**src/rtl/adc_ser.sv**
```systemverilog
// Four-lane MSB-first serial transmitter that emulates an ADC output stream.
// Each frame carries one WIDTH-bit word per lane, with a frame clock aligned to the word MSB.
module adc_ser #(
   parameter int               WIDTH     = 12,
   parameter logic [WIDTH-1:0] IDLE_WORD = '0,
   parameter int               CNT_W     = 16
) (
   input  logic             d_clk,
   input  logic             reset,
   input  logic [1:0]       mode,
   input  logic             in_valid,
   output logic             in_ready,
   input  logic [WIDTH-1:0] in_dat_A,
   input  logic [WIDTH-1:0] in_dat_B,
   input  logic [WIDTH-1:0] in_dat_C,
   input  logic [WIDTH-1:0] in_dat_D,
   output logic             ser_dat_A,
   output logic             ser_dat_B,
   output logic             ser_dat_C,
   output logic             ser_dat_D,
   output logic             fclk,
   output logic [CNT_W-1:0] underrun_cnt
);

   localparam int               BW         = $clog2(WIDTH);
   localparam logic [BW-1:0]    LAST_BIT   = BW'(WIDTH - 1);
   localparam logic [BW-1:0]    HALF       = BW'(WIDTH / 2);
   localparam logic [WIDTH-1:0] TOGGLE_PAT = {(WIDTH/2){2'b10}};

   typedef enum logic [1:0] {
      MODE_DATA   = 2'd0,
      MODE_IDLE   = 2'd1,
      MODE_RAMP   = 2'd2,
      MODE_TOGGLE = 2'd3
   } mode_e;

   mode_e            src;
   logic [BW-1:0]    bit_cnt;
   logic [BW-1:0]    next_cnt;
   logic             load;
   logic [WIDTH-1:0] shift_a, shift_b, shift_c, shift_d;
   logic [WIDTH-1:0] ramp;
   logic             phase;
   logic             use_inputs;
   logic             count_underrun;
   logic [WIDTH-1:0] pattern;

   assign src      = mode_e'(mode);
   assign load     = (bit_cnt == LAST_BIT);
   assign next_cnt = load ? '0 : bit_cnt + BW'(1);
   assign in_ready = load && (src == MODE_DATA);

   assign ser_dat_A = shift_a[WIDTH-1];
   assign ser_dat_B = shift_b[WIDTH-1];
   assign ser_dat_C = shift_c[WIDTH-1];
   assign ser_dat_D = shift_d[WIDTH-1];

   // Word source for the next frame; only meaningful on a load cycle.
   always_comb begin
      use_inputs     = 1'b0;
      count_underrun = 1'b0;
      pattern        = IDLE_WORD;
      case (src)
         MODE_DATA: begin
            if (in_valid) use_inputs     = 1'b1;
            else          count_underrun = 1'b1;
         end
         MODE_IDLE:   pattern = IDLE_WORD;
         MODE_RAMP:   pattern = ramp;
         MODE_TOGGLE: pattern = phase ? ~TOGGLE_PAT : TOGGLE_PAT;
         default:     pattern = IDLE_WORD;
      endcase
   end

   always_ff @(posedge d_clk or posedge reset) begin
      if (reset) begin
         bit_cnt      <= LAST_BIT;
         shift_a      <= '0;
         shift_b      <= '0;
         shift_c      <= '0;
         shift_d      <= '0;
         fclk         <= 1'b0;
         underrun_cnt <= '0;
         ramp         <= '0;
         phase        <= 1'b0;
      end else begin
         bit_cnt <= next_cnt;
         // Registered from the next count so the rising edge lands with the MSB.
         fclk    <= (next_cnt < HALF);
         if (load) begin
            shift_a <= use_inputs ? in_dat_A : pattern;
            shift_b <= use_inputs ? in_dat_B : pattern;
            shift_c <= use_inputs ? in_dat_C : pattern;
            shift_d <= use_inputs ? in_dat_D : pattern;
            if (count_underrun && (underrun_cnt != '1))
               underrun_cnt <= underrun_cnt + CNT_W'(1);
            if (src == MODE_RAMP)
               ramp <= ramp + WIDTH'(1);
            if (src == MODE_TOGGLE)
               phase <= ~phase;
         end else begin
            shift_a <= {shift_a[WIDTH-2:0], 1'b0};
            shift_b <= {shift_b[WIDTH-2:0], 1'b0};
            shift_c <= {shift_c[WIDTH-2:0], 1'b0};
            shift_d <= {shift_d[WIDTH-2:0], 1'b0};
         end
      end
   end

endmodule
```
**config.mk**
```make
export PLATFORM = sky130hd
export DESIGN_NAME = adc_ser
export DESIGN_NICKNAME = d
export VERILOG_FILES = /design/src/rtl/adc_ser.sv
export SDC_FILE = /design/constraint.sdc
export NUM_CORES = 1
export LEC_CHECK = 0
export CAP_MARGIN = 0
export CORE_UTILIZATION = 45
export CTS_BUF_LIST = sky130_fd_sc_hd__clkbuf_4 sky130_fd_sc_hd__clkbuf_8
export CTS_CLUSTER_SIZE = 40
export DETAILED_ROUTE_END_ITERATION = 16
export PLACE_DENSITY = 0.74
export SYNTH_ARGS = -nofsm -noshare
export SYNTH_HDL_FRONTEND = slang
export SYNTH_SLANG_ARGS = --single-unit
```
**constraint.sdc**
```tcl
create_clock -name d_clk -period 3.2 [get_ports d_clk]
set_input_delay 0.48 -clock d_clk [delete_from_list [all_inputs] [get_ports d_clk]]
set_output_delay 0.48 -clock d_clk [all_outputs]
set_load 0.02 [all_outputs]
```
Word level (Yosys, flattened, before mapping) --
Cells that the tools add are included.
Storage, ports and cells: input bits 53, output and inout port bits 22, bits in registers 82, logic and storage cells 39
Cells by class: bitwise logic cells 1, multiplexer cells 15, equal/unequal tests 4, $add $sub $neg 3, $lt $le $gt $ge 1, reductions and logical operators 6
Operator list (number):
- $mux 12 | 9
- $pmux 12 s2 | 1
- $add 16x1->16 const B | 1
- $ne 16x16->1 const B | 1
- $add 12x1->12 const B | 1
- $reduce_and 2->1 | 3
- $add 4x1->4 const B | 1
- $eq 2x2->1 const B | 2
- $eq 4x4->1 const B | 1
- $lt 4x3->1 const B | 1
- $mux 1 | 4
- $mux 4 | 1
- $logic_and 1x1->1 | 2
- $logic_not 2->1 | 1
- $not 1->1 | 1

Depth between registers and ports, before layout --
Gate-level depths: netlist of run 1.
depth after elaboration 4, depth in mapped cells 7, depth with buffers taken out 5

Worst setup path after synthesis of run 1 --
Ideal clock, no wire load.
kind flip-flop to flip-flop, start register bit_cnt[0], end register underrun_cnt[12], cell stages (with the launch flop) 6, buffers on the path 0, data arrival time 1.840 ns, period minus slack after synthesis 1.920 ns, library setup time 0.080 ns, data required time 3.120 ns, path slack 1.280 ns, cell sequence dfstp_2 > ha_1 > nand3b_1 > or4_4 > nor3_2 > xor2_1
On the way: word-level cells in the longest chain between the ends 2
RTL lines:
- start: declaration | RTL line 38 | logic [BW-1:0] bit_cnt;
- start signal: assignment | RTL line 87 | bit_cnt <= next_cnt;
- $eq 4x4->1 | RTL line 49 | assign load = (bit_cnt == LAST_BIT);
- $reduce_and 2->1 (no source line)
- end signal: assignment | RTL line 96 | underrun_cnt <= underrun_cnt + CNT_W'(1);
- end: declaration | RTL line 22 | output logic [CNT_W-1:0] underrun_cnt
No other way between the ends. A chain may end at the register's enable or synchronous reset.

Worst setup path in the final report of run 1 --
start register bit_cnt[0], end output port in_ready
On the way: word-level cells in the longest chain between the ends 2
RTL lines:
- $eq 4x4->1 | RTL line 49
- $logic_and 1x1->1 | RTL line 51 | assign in_ready = load && (src == MODE_DATA);
- end: declaration | RTL line 12 | output logic in_ready,
No other way between the ends.

==> flow_metrics.py, run 1 <==
metrics = {
    "worst_hold_path": {
        "hold_depth": 1,
        "hold_path.class": "reg2reg",
        "min_to": "shift_c[1]$_DFF_PP0_",
        "worstHoldStart": "shift_c[0]$_DFF_PP0_",
    },
    "final_layout": {
        "drive_gt1_frac": 0.0843,
        "fin_cells": 541,
        "syn_to_final_growth_pct": 30.8,
        "diodes": 0,
        "nets": 491,
    },
    "critical_path": {
        "startpoint_type": "flop",
        "cp_cell_sequence": "ha_1 > nand3b_1 > nor3_1 > clkdlybuf4s50_1",
        "crit_path_end_kind": "output pin",
        "r2r-end": "underrun_cnt[1]$_DFFE_PP0P_",
        "cp_max_fo": 8,
        "regToRegStartpoint": "bit_cnt[0]$_DFF_PP1_",
        "crit_arrival_ns": 2.44,
        "cp.required_ns": 2.72,
        "critPathTopFamily": "buffers and inverters",
        "r2r_cells": 5,
        "cp_num_buf_inv": 1,
        "cp_slowest_cell": "clkdlybuf4s50_1",
        "critPathKind": "reg2out",
        "max_stage_delay_ns": 0.68,
        "cp-startpoint": "bit_cnt[0]$_DFF_PP1_",
        "r2r_slack_ns": 1.06,
    },
    "synth": {
        "synth-compound-area-share": 0.136,
        "yosys.area_share.simple": 0.190,
        "synth_xor_area_frac": 0.0599,
        "synthAdderAreaFrac": 0.0103,
        "synthArstFlopShare": 1.00,
        "netlist_instances": 357,
        "yosysMostFrequentCell": "dfrtp_1",
        "synth-main-ff-cell": "dfrtp_1",
        "yosysSeqAreaShare": 0.563,
        "synth_edf_count": 0,
        "synth_cell_types": 37,
        "synth.mux.area_fraction": 0.0185,
        "synth_top_family_by_area": "simple AND/OR/NAND/NOR gates",
        "syn-cell-area_um2": 3650,
        "synthTopCellsByArea": "dfrtp_1, a21oi_1, nand2_1",
        "netlist.area_leader.share": 0.541,
        "synth_largest_area_cell": "dfrtp_1",
        "synth_common_cells": "dfrtp_1, nand2_1, nor2_1",
        "syn_nets": 413,
        "yosysWarningCount": 0,
        "ys_seq_elements": 82,
        "syn_avg_cell_area_um2": 10.2,
    },
    "sta": {
        "tightest_slew_ns": 0.559,
        "tns_ns": 0,
        "drv_slew": 0,
        "rsz0062_at_grt": "false",
        "min_period_over_period": 0.913,
        "max_freq_mhz": 342,
        "hold_viol": 0,
        "whs_ns": 0.487,
        "slew_headroom": 0.624,
        "setup_viol": 0,
        "finClkSkew_ns": 0.00988,
        "period_needed_ns": 2.92,
    },
    "die": {
        "start_util": 0.468,
        "core_region_area_um2": 7810,
        "num_rows": 32,
        "fp.dieW_um": 92.1,
        "die_y_um": 92.1,
        "dieArea_um2": 8480,
        "ios": 75,
    },
    "drt": {
        "dr.pass1.iters": 4,
        "routed_wirelength_mm": 7.52,
        "vias": 2838,
        "antenna_left": 0,
        "viasPerCell": 5.25,
        "drtIter0Drc": 134,
        "wire_per_inst_um": 13.9,
        "route.detailed.drc": 0,
    },
    "placement": {
        "io_buffers": 74,
        "hpwl_mm": 5.37,
        "post-place-cells": 526,
        "gp_congestion": 0.853,
    },
    "global_routing": {
        "overflow": 0,
        "antenna_found_initial": 0,
        "grt_pass1_vias": 2893,
        "grt_max_degree": 83,
        "grt_util_all_layers": 0.196,
        "grt_pass1_wl_mm": 13.2,
    },
    "pwr": {
        "p_leak_nw": 2.08,
        "peakVddDrop_mv": 0.284,
        "powerDensity_nw_per_um2": 465,
    },
    "clock_tree": {
        "clk_latency_ns": 0.35,
        "cts.clk_slew.worst_paths_ns": 0.08,
        "cts_hold_buffers": 0,
        "cts_setup_buffers": 0,
        "clkSinkCount": 82,
        "cts_resized": 0,
        "cts_tree": "built",
        "h-tree-depth": 3,
        "cts_buffers": 9,
        "clockBufferDepth": 2,
        "root_buffer": "clkbuf_8",
    },
    "job": {
        "cap_violations": 0,
    },
    "status": {
        "outcome": "complete, no violations",
    },
}
[report_power, final]
group / internal [mW] / total, mW / switching [mW]
combinational: 0.121 / 0.213 / 0.0924
clock: 0.518 / 0.889 / 0.371
sequential: 1.09 / 1.12 / 0.0273
[sequential cells by signal (all words and copies together), names as in the netlist]
signal / count
bit_cnt: 4
fclk: 1
shift_b: 12
shift_d: 12
phase: 1
shift_c: 12
underrun_cnt: 16
shift_a: 12
ramp: 12
[how the worst max path moves through the flow]
stage                             endpoint  slack, ns  cells after the start
6_report                          in_ready       0.28                      4
5_1_grt                           in_ready       0.20                      4
2_1_floorplan         bit_cnt[2]$_DFF_PP0_       0.62                      1
4_1_cts                           in_ready       0.27                      4
3_5_place_dp   underrun_cnt[1]$_DFFE_PP0P_       0.57                      6
3_3_place_gp   underrun_cnt[1]$_DFFE_PP0P_       0.64                      6
[cell usage in the layout, fill, tap and decap left out, types with 6 or more instances in the layout]
cell type	n
clkbuf_8	9
clkdlybuf4s50_1	74
and2_1	16
mux2_2	6
o21ai_0	10
inv_1	7
dfrtp_1	79
nand3_1	11
nand2_1	44
nor2_1	42
xor2_1	11
a21oi_1	38
xnor2_1	14
o22a_1	16
o21a_1	6
[through the flow]
stage,power [mW],instance area [um^2],utilization,setup WS (ns)
floorplan,1.24,3650,-,0.617
global placement,1.35,4540,0.581,0.636
detailed placement,1.36,4540,0.581,0.571
CTS,2.25,4780,0.612,0.268
global route,2.33,4780,0.612,0.199
finish,2.22,4780,0.612,0.280
[area by class of cell]
cell class | count | area (um^2)
Clock buffer | 9 | 124
Clock inverter | 6 | 116
Fill cell | 632 | 3030
Inverter | 8 | 31.3
Multi-Input combinational cell | 254 | 1520
Sequential cell | 82 | 2060
Tap cell | 102 | 128
Timing Repair Buffer | 80 | 798
[cell families (layout without fill, tap and decap cells)]
logic type      after synthesis  in the layout
simple gates                141            141
flops                        82             82
compound gates               79             79
xor+xnor                     25             25
buf+inv                      21            103
mux                           6              6
fa+ha+maj                     3              3
[routing by layer]
layer	part of all wire	wire (um)	up-vias	GRT usage
met5	0	0	-	0
met4	0.016	121	0	0.0703
met2	0.50	3740	64	0.331
met3	0.041	309	12	0.0332
met1	0.44	3340	1384	0.254
li1	-	-	1378	-
Power figures use the tool's default switching activity.
==> inputs of run 2 (changes only) <==
Settings changed: CORE_UTILIZATION 45 to 50, PLACE_DENSITY 0.74 to 0.8.
==> run 2 against run 1 <==
  * Sequential power about the same
  * Power fell by 1.0%
  * Largest power group unchanged
  * Flip-flop and latch count stayed put
  * Largest cell class unchanged
  * Critical path type unchanged
==> flow_metrics.py, run 2 (synthesis gave the netlist of run 1 again) <==
metrics = {
    "clock_tree": {
        "clkSinkCount": 82,
        "cts_resized": 0,
        "cts_tree": "built",
        "clk_latency_ns": 0.35,
        "cts_buffers": 9,
        "clockBufferDepth": 2,
        "cts.clk_slew.worst_paths_ns": 0.08,
        "root_buffer": "clkbuf_8",
        "cts_hold_buffers": 0,
        "cts_setup_buffers": 0,
        "h-tree-depth": 3,
    },
    "drt": {
        "wl_met3_um": 331,
        "wire_per_inst_um": 14.9,
        "viasPerCell": 5.39,
        "route.detailed.drc": 0,
        "drtIter0Drc": 147,
        "antenna_left": 0,
        "routed_wirelength_mm": 8.03,
        "vias": 2901,
        "dr.pass1.iters": 5,
        "wl_met2_mm": 4.21,
        "topRoutingLayerUsed": "met4",
        "wl_met1_mm": 3.40,
    },
    "sta": {
        "drv_slew": 0,
        "setup_viol": 0,
        "max_freq_mhz": 365,
        "hold_viol": 0,
        "layout_setup_ws_ns": 0.458,
        "rsz0062_at_grt": "false",
        "period_needed_ns": 2.74,
        "finClkSkew_ns": 0.00845,
        "tightest_slew_ns": 0.963,
        "tns_ns": 0,
        "slew_headroom": 0.357,
        "min_period_over_period": 0.857,
    },
    "final_layout": {
        "fillerInstances": 544,
        "post-route-util": 0.687,
        "final_cell_mix": "dfrtp_1, clkdlybuf4s50_1, nand2_1",
        "syn_to_final_growth_pct": 30.5,
        "diodes": 0,
        "layout_commonest_cell": "dfrtp_1",
        "drive_gt1_frac": 0.0905,
        "largest_reg_flops": 16,
        "top_register": "underrun_cnt",
        "nets": 493,
    },
    "die": {
        "dieArea_um2": 7650,
        "ios": 75,
        "start_util": 0.526,
        "num_rows": 30,
        "fp.dieW_um": 87.5,
        "die_y_um": 87.5,
        "core_region_area_um2": 6940,
    },
    "global_routing": {
        "antenna_found_initial": 0,
        "grt_pass1_wl_mm": 13.1,
        "grt_util_all_layers": 0.224,
        "grt_pass1_vias": 2866,
        "overflow": 0,
        "grt_max_degree": 58,
    },
    "critical_path": {
        "critPathTopFamily": "buffers and inverters",
        "crit_arrival_ns": 2.26,
        "max_stage_delay_ns": 0.66,
        "cp.required_ns": 2.72,
        "crit_path_end_kind": "output pin",
        "cp_max_fo": 8,
        "critPathKind": "reg2out",
        "cp_num_buf_inv": 2,
        "cp_slowest_cell": "clkdlybuf4s50_1",
        "startpoint_type": "flop",
        "cp_cell_sequence": "ha_1 > nand3b_1 > buf_4 > nor3_1 > clkdlybuf4s50_1",
    },
    "pwr": {
        "seqPwrFrac": 0.511,
        "switching_share": 0.227,
        "p_switching_mw": 0.500,
        "combPwrFrac": 0.099,
        "clockPowerShare": 0.391,
        "intPower_mw": 1.70,
        "powerDensity_nw_per_um2": 461,
        "peakVddDrop_mv": 0.299,
        "p_leak_nw": 2.08,
        "p_total_mw": 2.20,
    },
    "placement": {
        "io_buffers": 74,
        "gp_congestion": 0.811,
        "hpwl_mm": 5.66,
        "place_ws_ns": 0.664,
    },
    "job": {
        "cap_violations": 0,
    },
    "status": {
        "outcome": "complete, no violations",
    },
    "worst_hold_path": {
        "hold_path.class": "reg2reg",
    },
}
-- run 2: cell types whose count changed in the layout (fill, tap and decap cells not counted) --
cell / previous run / this run
clkbuf_8: 9 / 11
buf_12: 1 / 0
bufinv_16: 3 / 2
buf_4: 5 / 8
-- run 2: metal layers --
| metal | GRT usage | up-vias |
|---|---|---|
| li1 | - | 1387 |
| met1 | 0.280 | 1419 |
| met2 | 0.389 | 87 |
| met3 | 0.0398 | 8 |
| met4 | 0.0820 | 0 |
| met5 | 0 | - |
-- run 2: worst paths after layout --
check | start | to | slack, ns | depth (start not counted)
worst max-delay path | bit_cnt[0]$_DFF_PP1_ | in_ready | 0.46 | 5
worst min-delay path | ramp[11]$_DFFE_PP0P_ | ramp[11]$_DFFE_PP0P_ | 0.48 | 1
worst max register to register | bit_cnt[0]$_DFF_PP1_ | underrun_cnt[1]$_DFFE_PP0P_ | 0.89 | 5
worst min register to register | ramp[11]$_DFFE_PP0P_ | ramp[11]$_DFFE_PP0P_ | 0.48 | 1
max in group asynchronous | reset | shift_a[4]$_DFF_PP0_ | 1.81 | 3
min in group asynchronous | reset | underrun_cnt[13]$_DFFE_PP0P_ | 0.66 | 2
-- run 2: cell type report --
type / count / area, um^2 / share of cell area
tap: 96 / 120 / 0.0252
sequential: 82 / 2060 / 0.431
multi-input combinational: 254 / 1520 / 0.320
clock inverter: 5 / 86.3 / 0.0181
clock buffer: 11 / 151 / 0.0317
inverter: 8 / 31.3 / 0.00656
timing repair buffer: 82 / 801 / 0.168
-- run 2: power by group through the flow --
stage,clock [mW],combinational (mW),sequential (mW)
final,0.859,0.217,1.12
after global placement,0,0.211,1.14
after detailed placement,0,0.218,1.14
after global routing,0.922,0.239,1.13
after floorplan,0,0.0971,1.15
after CTS,0.874,0.220,1.12
-- run 2: through the flow --
step | hold WS, ns | cells | instance area [um^2]
floorplan | 0.446 | 357 | 3650
global placement | 0.460 | 522 | 4530
detailed placement | 0.467 | 522 | 4530
CTS | 0.484 | 538 | 4770
global route | 0.507 | 538 | 4770
finish | 0.478 | 538 | 4770
==> inputs of run 3 (changes only) <==
Settings changed: CAP_MARGIN 0 to 20.
==> run 3 against run 2 <==
  * Flip-flop and latch count stayed put
  * Combinational power up 2%
  * Final cell count increased by 0.19%
  * Critical endpoint unchanged
  * Largest cell class unchanged
  * Highest routed layer unchanged
==> flow_metrics.py, run 3 (synthesis gave the netlist of run 1 again) <==
metrics = {
    "drt": {
        "viasPerCell": 5.36,
        "drtIter0Drc": 193,
        "route.detailed.drc": 0,
        "antenna_left": 0,
        "vias": 2890,
        "wire_per_inst_um": 14.8,
        "dr.pass1.iters": 4,
        "routed_wirelength_mm": 7.96,
    },
    "sta": {
        "rsz0062_at_grt": "false",
        "tns_ns": 0,
        "tightest_slew_ns": 0.590,
        "drv_slew": 0,
        "finClkSkew_ns": 0.00809,
        "hold_viol": 0,
        "slew_headroom": 0.604,
        "setup_viol": 0,
        "period_needed_ns": 2.74,
        "min_period_over_period": 0.857,
        "max_freq_mhz": 365,
    },
    "final_layout": {
        "layout_commonest_cell": "dfrtp_1",
        "multi_input_area_um2": 1520,
        "fin_cells": 539,
        "diodes": 0,
        "drive_gt1_frac": 0.0926,
        "syn_to_final_growth_pct": 31.3,
        "nets": 494,
        "fillerInstances": 541,
        "largest_reg_flops": 16,
        "regArea_um2": 2060,
        "top_register": "underrun_cnt",
        "final_cell_mix": "dfrtp_1, clkdlybuf4s50_1, nand2_1",
    },
    "clock_tree": {
        "h-tree-depth": 3,
        "cts.clk_slew.worst_paths_ns": 0.08,
        "cts_resized": 0,
        "cts_buffers": 9,
        "clockBufferDepth": 2,
        "cts_tree": "built",
        "cts_hold_buffers": 0,
        "clk_latency_ns": 0.35,
        "cts_setup_buffers": 0,
        "root_buffer": "clkbuf_8",
        "clkSinkCount": 82,
    },
    "placement": {
        "post-place-cells": 522,
        "hpwl_mm": 5.66,
        "io_buffers": 74,
        "gp_congestion": 0.811,
    },
    "critical_path": {
        "max_stage_delay_ns": 0.66,
        "startpoint_type": "flop",
        "r2r_slack_ns": 0.89,
        "cp.required_ns": 2.72,
        "regToRegStartpoint": "bit_cnt[0]$_DFF_PP1_",
        "cp_slowest_cell": "clkdlybuf4s50_1",
        "crit_arrival_ns": 2.26,
        "cp_max_fo": 8,
        "crit_path_end_kind": "output pin",
        "r2r-end": "underrun_cnt[1]$_DFFE_PP0P_",
        "cp_cell_sequence": "ha_1 > nand3b_1 > buf_4 > nor3_1 > clkdlybuf4s50_1",
        "critPathKind": "reg2out",
        "r2r_cells": 5,
    },
    "die": {
        "start_util": 0.526,
        "fp.dieW_um": 87.5,
        "dieArea_um2": 7650,
        "ios": 75,
        "core_region_area_um2": 6940,
        "num_rows": 30,
        "die_y_um": 87.5,
    },
    "worst_hold_path": {
        "hold_path.class": "in2async",
    },
    "pwr": {
        "p_leak_nw": 2.09,
        "powerDensity_nw_per_um2": 459,
        "p_total_mw": 2.20,
        "peakVddDrop_mv": 0.299,
    },
    "status": {
        "outcome": "complete, no violations",
    },
    "job": {
        "cap_violations": 0,
    },
    "global_routing": {
        "grt_pass1_vias": 2866,
        "overflow": 0,
        "grt_pass1_wl_mm": 13.1,
        "grt_util_all_layers": 0.224,
        "antenna_found_initial": 0,
        "grt_max_degree": 58,
    },
}
## run 3: cell types whose count changed in the layout (fill, tap and decap cells not counted)
| cell | delta |
|---|---|
| buf_16 | +1 |
## run 3: cell type report
type,count,share of cell area
well taps,96,0.0250
inverters,8,0.00652
multi-input cells,254,0.318
flip-flops and latches,82,0.429
clock buffers,11,0.0316
clock inverters,5,0.0180
repair buffers,83,0.173
## run 3: per-stage QoR
stage                     setup WS [ns]  hold WS, ns   util  instance area, um^2
after floorplan                   0.617        0.446      -                 3650
after global placement            0.662        0.460  0.653                 4530
after detailed placement          0.664        0.467  0.653                 4530
after CTS                         0.446        0.484  0.687                 4770
after global routing              0.349        0.310  0.691                 4800
final                             0.458        0.319  0.691                 4800
## run 3: how the worst max path moves through the flow
stage	from	endpoint	slack, ns	cells after the start
final	bit_cnt[0]$_DFF_PP1_	in_ready	0.46	5
after global placement	mode[0]	in_ready	0.66	3
after detailed placement	mode[1]	ramp[6]$_DFFE_PP0P_	0.66	6
after CTS	bit_cnt[0]$_DFF_PP1_	in_ready	0.45	5
after global routing	bit_cnt[0]$_DFF_PP1_	in_ready	0.35	5
after floorplan	reset	bit_cnt[2]$_DFF_PP0_	0.62	1
## run 3: critical path: cells and delay by family, from the launching register on
| kind | cells | cell delay, ns |
|---|---|---|
| adder cells (fa/ha/maj) | 1 | 0.23 |
| buffers and inverters | 2 | 0.83 |
| flip-flops | 1 | 0.55 |
| AND/OR/NAND/NOR | 2 | 0.30 |
## run 3: routing by layer
metal  GRT usage  wire, um  up-vias
met3      0.0398       275        8
met1       0.280      3430     1423
li1            -         -     1390
met2       0.389      4170       69
met4      0.0820        88        0
met5           0         0        -
## run 3: report_power, final
group          leakage (nW)  internal, mW  switching, mW  total (mW)
Clock                 0.120         0.486          0.373       0.859
Sequential             1.07          1.09         0.0290        1.12
Combinational         0.906         0.123         0.0971       0.221
